<file path="src/rtl/pmt_bin_counter.sv">
// Multi-channel PMT edge counter: synchronised inputs, back-to-back time bins,
// and a single-entry valid/ready result register with sticky overflow.
//
// state | meaning
// IDLE  | waiting for a start with non-zero bin length and bin count
// RUN   | counting edges; one result transfer at the end of every bin
module pmt_bin_counter #(
   parameter int N_CH        = 4,
   parameter int CNT_W       = 16,
   parameter int BIN_W       = 24,
   parameter int NB_W        = 16,
   parameter int SYNC_STAGES = 2
) (
   input  logic                    clk,
   input  logic                    reset,
   input  logic [N_CH-1:0]         pmt_in,
   input  logic [BIN_W-1:0]        bin_len,
   input  logic [NB_W-1:0]         num_bins,
   input  logic                    start,
   output logic                    busy,
   output logic                    done,
   output logic [N_CH*CNT_W-1:0]   cnt_data,
   output logic [NB_W-1:0]         cnt_bin,
   output logic [N_CH-1:0]         cnt_sat,
   output logic                    cnt_valid,
   input  logic                    cnt_ready,
   output logic                    overflow
);

   typedef enum logic {IDLE = 1'b0, RUN = 1'b1} state_t;

   state_t                           state;
   logic [SYNC_STAGES-1:0][N_CH-1:0] sync_q;
   logic [N_CH-1:0]                  prev_q;
   logic [N_CH-1:0]                  edge_q;
   logic [N_CH-1:0][CNT_W-1:0]       acc_q;
   logic [N_CH-1:0][CNT_W-1:0]       acc_nxt;
   logic [N_CH-1:0]                  sat_q;
   logic [N_CH-1:0]                  sat_nxt;
   logic [BIN_W-1:0]                 tick_q;
   logic [BIN_W-1:0]                 bin_len_q;
   logic [NB_W-1:0]                  bin_idx_q;
   logic [NB_W-1:0]                  num_bins_q;
   logic                             start_ok;
   logic                             bin_end;
   logic                             last_bin;

   always_ff @(posedge clk) begin
      if (reset) begin
         sync_q <= '0;
         prev_q <= '0;
         edge_q <= '0;
      end else begin
         sync_q <= {sync_q[SYNC_STAGES-2:0], pmt_in};
         prev_q <= sync_q[SYNC_STAGES-1];
         edge_q <= sync_q[SYNC_STAGES-1] & ~prev_q;
      end
   end

   // Saturating add; sat flags a channel that lost an edge at full scale.
   always_comb begin
      acc_nxt = acc_q;
      sat_nxt = sat_q;
      for (int c = 0; c < N_CH; c++) begin
         if (edge_q[c]) begin
            if (&acc_q[c]) sat_nxt[c] = 1'b1;
            else           acc_nxt[c] = acc_q[c] + CNT_W'(1);
         end
      end
   end

   assign start_ok = (state == IDLE) && start && (bin_len != '0) && (num_bins != '0);
   assign bin_end  = (state == RUN) && (tick_q == bin_len_q - BIN_W'(1));
   assign last_bin = (bin_idx_q == num_bins_q - NB_W'(1));

   always_ff @(posedge clk) begin
      if (reset) begin
         state      <= IDLE;
         busy       <= 1'b0;
         done       <= 1'b0;
         acc_q      <= '0;
         sat_q      <= '0;
         tick_q     <= '0;
         bin_idx_q  <= '0;
         bin_len_q  <= '0;
         num_bins_q <= '0;
      end else begin
         done <= 1'b0;
         case (state)
            IDLE: begin
               if (start_ok) begin
                  bin_len_q  <= bin_len;
                  num_bins_q <= num_bins;
                  acc_q      <= '0;
                  sat_q      <= '0;
                  tick_q     <= '0;
                  bin_idx_q  <= '0;
                  busy       <= 1'b1;
                  state      <= RUN;
               end
            end
            RUN: begin
               if (bin_end) begin
                  // This cycle's edges leave with the result; next bin starts clean.
                  acc_q  <= '0;
                  sat_q  <= '0;
                  tick_q <= '0;
                  if (last_bin) begin
                     bin_idx_q <= '0;
                     busy      <= 1'b0;
                     done      <= 1'b1;
                     state     <= IDLE;
                  end else begin
                     bin_idx_q <= bin_idx_q + NB_W'(1);
                  end
               end else begin
                  acc_q  <= acc_nxt;
                  sat_q  <= sat_nxt;
                  tick_q <= tick_q + BIN_W'(1);
               end
            end
            default: state <= IDLE;
         endcase
      end
   end

   always_ff @(posedge clk) begin
      if (reset) begin
         cnt_data  <= '0;
         cnt_bin   <= '0;
         cnt_sat   <= '0;
         cnt_valid <= 1'b0;
         overflow  <= 1'b0;
      end else begin
         if (start_ok) overflow <= 1'b0;
         if (bin_end) begin
            if (!cnt_valid || cnt_ready) begin
               cnt_data  <= acc_nxt;
               cnt_bin   <= bin_idx_q;
               cnt_sat   <= sat_nxt;
               cnt_valid <= 1'b1;
            end else begin
               overflow <= 1'b1;
            end
         end else if (cnt_valid && cnt_ready) begin
            cnt_valid <= 1'b0;
         end
      end
   end

endmodule
</file>
<file path="config.mk">
export PLATFORM = sky130hd
export DESIGN_NAME = pmt_bin_counter
export DESIGN_NICKNAME = d
export VERILOG_FILES = /design/src/rtl/pmt_bin_counter.sv
export SDC_FILE = /design/constraint.sdc
export NUM_CORES = 1
export LEC_CHECK = 0
export BUFFER_PORTS_ARGS = -buffer_cell sky130_fd_sc_hd__buf_4
export CAP_MARGIN = 25
export CORE_ASPECT_RATIO = 0.5
export CORE_MARGIN = 2
export CORE_UTILIZATION = 40
export CTS_BUF_LIST = sky130_fd_sc_hd__clkbuf_4 sky130_fd_sc_hd__clkbuf_8
export DETAILED_ROUTE_END_ITERATION = 12
export HOLD_SLACK_MARGIN = 0.1
export SYNTH_ARGS = -nofsm -noshare
export SYNTH_HDL_FRONTEND = slang
export SYNTH_SLANG_ARGS = --single-unit
</file>
<file path="constraint.sdc">
create_clock -name clk -period 3.4 [get_ports clk]
set_input_delay 0.51 -clock clk [delete_from_list [all_inputs] [get_ports clk]]
set_output_delay 0.51 -clock clk [all_outputs]
set_load 0.05 [all_outputs]
</file>
==> impl_metrics.toml, run 1 <==
[status]
status = "finished, final reports clean"

[logic_synthesis]
synth_nets = 1520
ys_types = 74
ys_ff_latch = 253
synth_xor_area_share_pct = 7.57
ys_async_sr_fraction_pct = 0
synth_fa_ha_area_share_pct = 0.790
synth_top_family_by_area = "simple AND/OR/NAND/NOR gates"
syn_area_um2 = 12700
synth_warnings = 0
synth-edff-count = 0
synth.avg_cell_area_um2 = 8.66
synthFlopType = "dfxtp_1"
synth.mux.area_fraction_pct = 5.84
syn-instance-count = 1464
synthSimpleGateAreaFrac_pct = 24.0
ys_seq_area_share_pct = 40.0
synth_compound_area_share_pct = 17.0

[setup_path]
critical_path.cell_chain = "or4_1, or3_1, o311a_1, a31oi_2, nor4_4, a31oi_4, buf_12, a21oi_1, o21ai_0"
r2r_cells = 9
r2r-start = "bin_len_q[10]"
cp.buffers_inverters = 1
arrival_ps = 3810
endpoint_kind = "register"
timing.rr.end = "acc_q[17]"
cp_max_fo = 56
worstPathRequired_ps = 3890
cpMaxStageDelayCell = "or4_1"
path_delay_family = "compound AO/OA/AOI/OAI gates"
r2r_slack_ps = 80
max_stage_delay_ps = 610
path_class = "reg -> reg"
path_depth = 9
startpoint_type = "register"

[floorplan]
core_area_um2 = 31400
die_w_um = 256
io-pin-count = 136
initial_core_util_pct = 40.3
fp-row-count = 46
die_h_um = 130
die_area_um2 = 33200

[global_routing]
grt_pass1_wl_um = 51600
antenna_found_initial = 0
gr-total-overflow = 0
grt_util_all_layers_pct = 18.9
grt_max_degree = 107
grt_pass1_vias = 10239

[timing]
rsz0062_at_grt = "yes"
fin_crit_sh_pct = 97.6
clock.fmax_ghz = 0.301
maxSlewHeadroom_pct = 40.0
hold_violations = 0
clock_skew_ps = 17.1
drv_slew = 0
period_needed_ps = 3320
setup_violations = 0
timing_worst_slew_pin_value_ps = 877

[drt]
vias = 10933
detail_route.iter0.violations = 698
ant_nets = 0
drc = 0
routed_wl_um = 32600
firstDrtPassIters = 5
vias_per_cell = 5.38
routedWlPerCell_um = 16.0

[finish]
fin_util_pct = 47.6
antenna_cells = 0
layout.nets = 1637
drive_gt1_share_pct = 19.4
fill_cells = 3024
final_common_cell = "dfxtp_1"
area_growth_pct = 17.9
layout_common_cells = "253 x dfxtp_1, 198 x nor2_1, 166 x buf_4, 116 x nand2_1, 74 x mux2i_1"

[place]
place_congestion = 0.862
io_buffers = 135
place_hpwl_um = 23100

[clock_network]
h-tree-depth = 2
cts_tree = "yes"
clk-insertion-delay-late_ps = 570
cts-root-buf = "clkbuf_8"
clk_pin_slew_ps = 70
cts.sinks = 253
clk_path_buf_depth = 3
cts_buffers = 40
cts_hold_buf = 0

[run]
maxCapViolCount = 0

[power]
total_power_uw = 6360
leakagePower_uw = 0.00569
vdd_ir_drop_max_mv = 0.246
powerDensity_nw_per_um2 = 426

[min_path]
hold_depth = 2
hold_end = "sync_q[3]"
hp-start = "pmt_in[3]"
worstHoldPathType = "in -> reg"
how the worst max path moves through the flow:
stage	startpoint	to	slack (ps)
after floorplan	bin_len_q[3]	cnt_bin[15]	340
after global placement	bin_len_q[0]	bin_idx_q[3]	180
after detailed placement	bin_len_q[0]	bin_idx_q[1]	50
after CTS	bin_len_q[0]	bin_idx_q[1]	50
after global routing	bin_len_q[10]	acc_q[9]	-20
final	bin_len_q[10]	acc_q[17]	80
cell families (layout without fill, tap and decap cells):
logic type               Yosys count  count (layout)
flip-flops                       253             253
buffers and inverters            127             265
AND/OR/NAND/NOR                  609             609
XOR/XNOR                         108             108
multiplexers                      74              74
AO/OA/AOI/OAI                    285             285
adder cells (fa/ha/maj)            8               8
cell usage after synthesis (27+ instances only):
cell type	number	area [um2]
o21ai_0	46	230
inv_1	29	109
nand4_1	29	181
mux2i_1	74	741
a31oi_1	51	319
a21oi_1	41	205
nor2_1	199	747
xnor2_1	54	473
nand2_1	116	435
nand3_1	47	235
and3_1	27	169
xor2_1	53	464
nand2b_1	32	200
nor4_1	29	181
a211oi_2	40	500
clkbuf_1	52	195
dfxtp_1	253	5060
where the power goes:
group          total, uW  internal, uW  switching [uW]
logic                618           260             358
registers           3070          3010            57.5
clock network       2670          1450            1230
total               6360          4720            1640
routing by layer:
metal	vias to the layer above	wire, um	GRT usage, %
li1	5451	-	-
met1	5188	15400	24.8
met2	236	15000	31.3
met3	58	1630	4.12
met4	0	610	5.99
met5	-	0	0
sequential cells by signal, indices dropped and copies added (netlist names), 8 cells and up:
| name | cells |
|---|---|
| acc_q | 64 |
| bin_idx_q | 16 |
| bin_len_q | 24 |
| cnt_bin | 16 |
| cnt_data | 64 |
| num_bins_q | 16 |
| sync_q | 8 |
| tick_q | 24 |
cell type report:
class	instances	area (um2)	area share, %
Inverter	29	109	0.728
Timing Repair Buffer	173	1380	9.22
Tap cell	432	541	3.62
Clock buffer	60	776	5.19
Sequential cell	253	5060	33.9
Multi-Input combinational cell	1084	7050	47.2
Clock inverter	3	23.8	0.159
metrics by stage:
stage	instance area, um2	cells	TNS (ps)	setup slack [ps]	hold slack, ps
2_1_floorplan	12700	1464	0	338	367
3_3_place_gp	14100	1969	0	177	372
3_5_place_dp	14100	1969	0	50.0	371
4_1_cts	14900	2032	0	52.3	128
5_1_grt	14900	2034	-31.7	-19.7	150
6_report	14900	2034	0	80.3	168
worst register-to-register path: stages (launching register included):
cell and delay [ps]:
dfxtp_1 360, or4_1 610, or3_1 380, o311a_1 360
a31oi_2 420, nor4_4 120, a31oi_4 340, buf_12 280
a21oi_1 200, o21ai_0 180
what timing repair did:
action	CTS	global route
setup endpoints to repair	0	88
setup buffers	0	2
hold endpoints to repair	0	0
gates resized for setup	0	5
(Power assumes the default switching activity.)
==> run 2: changes to the inputs <==
Settings changed: CTS_CLUSTER_SIZE set to 12, PLACE_DENSITY_LB_ADDON set to 0.2.
==> run 2 against run 1 <==
Total power is 1.4% higher. Utilization is 0.52 points higher. Flip-flop and latch count stayed put. Non-clock buffer count is 8 higher. Clock power is 3% higher. Global-route usage is 0.51 points higher.
==> impl_metrics.toml, run 2 (synthesis gave the netlist of run 1 again) <==
[drt]
vias_per_cell = 5.37
routedWlPerCell_um = 16.2
firstDrtPassIters = 6
ant_nets = 0
vias = 11004
routed_wl_um = 33300
drc = 0
detail_route.iter0.violations = 638

[finish]
area_growth_pct = 19.2
drive_gt1_share_pct = 20.0
largestRegisters = "acc_q x64, cnt_data x64"
finalInstanceArea_um2 = 15100
fin_cells = 2048
fin_util_pct = 48.1
final_common_cell = "dfxtp_1"
layout.nets = 1645
antenna_cells = 0
layout_common_cells = "253 x dfxtp_1, 197 x nor2_1, 169 x buf_4, 116 x nand2_1, 74 x mux2i_1"

[floorplan]
die_w_um = 256
io-pin-count = 136
core_area_um2 = 31400
fp-row-count = 46
die_h_um = 130
initial_core_util_pct = 40.3
die_area_um2 = 33200

[clock_network]
clk_pin_slew_ps = 70
clk_path_buf_depth = 3
cts_tree = "yes"
cts-root-buf = "clkbuf_8"
cts_buffers = 40
cts.sinks = 253
h-tree-depth = 2
post_cts_buffers = 0
clk-insertion-delay-late_ps = 560

[setup_path]
cp_max_fo = 40
worstPathRequired_ps = 3890
arrival_ps = 3760
timing.rr.end = "acc_q[3]"
r2r-start = "bin_len_q[3]"
path_class = "reg -> reg"
startpoint_type = "register"
endpoint_kind = "register"
r2r_slack_ps = 130
r2r_cells = 11

[timing]
fin_crit_sh_pct = 96.1
holdWs_ps = 171
fin_tns_setup_ps = 0
clock_skew_ps = 16.3
maxSlewHeadroom_pct = 36.2
clock.fmax_ghz = 0.306
setup_violations = 0
hold_violations = 0
rsz0062_at_grt = "no"
timing_worst_slew_pin_value_ps = 934
drv_slew = 0
period_needed_ps = 3270

[power]
vdd_ir_drop_max_mv = 0.198
powerDensity_nw_per_um2 = 427
leakagePower_uw = 0.00581

[place]
placed_cell_area_um2 = 14200
place_hpwl_um = 23300
dp.cells = 1977
place_congestion = 0.905
io_buffers = 135

[global_routing]
grt_util_all_layers_pct = 19.4
grt_max_degree = 125
grt_pass1_vias = 10444
grt_pass1_wl_um = 53000
antenna_found_initial = 0
gr-total-overflow = 0

[min_path]
worstHoldPathType = "in -> reg"
hold_depth = 2
hp-start = "pmt_in[2]"
hold_end = "sync_q[2]"

[status]
status = "finished, final reports clean"

[run]
maxCapViolCount = 0
run 2: cell count changes in the layout (fill, tap and decap cells not counted), sizes merged:
| cell | change |
|---|---|
| clkbuf | +5 |
| buf | +6 |
| dlymetal6s2s | +1 |
| clkinv | +3 |
| clkinvlp | -1 |
run 2: area by class of cell:
| type | count | area (um2) |
|---|---|---|
| Clock inverter | 5 | 31.3 |
| Clock buffer | 64 | 806 |
| Fill cell | 3074 | 16300 |
| Sequential cell | 253 | 5060 |
| Tap cell | 432 | 541 |
| Multi-Input combinational cell | 1084 | 7060 |
| Timing Repair Buffer | 181 | 1500 |
| Inverter | 29 | 109 |
run 2: worst max path at each step:
stage                       startpoint            to
after global routing      bin_len_q[3]     acc_q[40]
after detailed placement  bin_len_q[0]     tick_q[7]
final                     bin_len_q[3]      acc_q[3]
after CTS                 bin_len_q[3]  bin_idx_q[1]
after global placement    bin_len_q[0]    tick_q[23]
after floorplan           bin_len_q[3]   cnt_bin[15]
run 2: metrics by stage:
stage                     total power, uW  setup WS [ps]
after floorplan                      3550            338
final                                6450            132
after global routing                 6750           6.95
after global placement               3740            126
after detailed placement             3760          -65.0
after CTS                            6520           64.1
run 2: what timing repair did:
action,CTS,global route
endpoints found under the setup margin,25,54
gates resized for setup,1,8
hold endpoints to repair,0,0
hold buffers,0,0
gates cloned,0,1
run 2: per-layer routing:
layer / vias to the layer above / part of all wire, % / track usage, %
met4: 0 / 1.8 / 5.54
met2: 257 / 45 / 32.4
li1: 5474 / - / -
met3: 51 / 4.7 / 3.71
met1: 5222 / 48 / 25.9
met5: - / 0 / 0
run 2: power breakdown:
group          total, uW  switching (uW)  internal (uW)
Combinational        648             372            276
Clock               2740            1240           1500
Sequential          3070            54.2           3010
Total               6450            1660           4790
run 2: worst max-delay path, cell delays in order, from the launching register on:
cell and delay [ps]:
dfxtp_1 310, or4_4 580, or3_4 440, o311a_1 400
a31oi_4 220, nor4_2 80, buf_4 160, a31oi_4 210
buf_4 230, buf_16 210, o21ai_0 120, a31oi_1 180
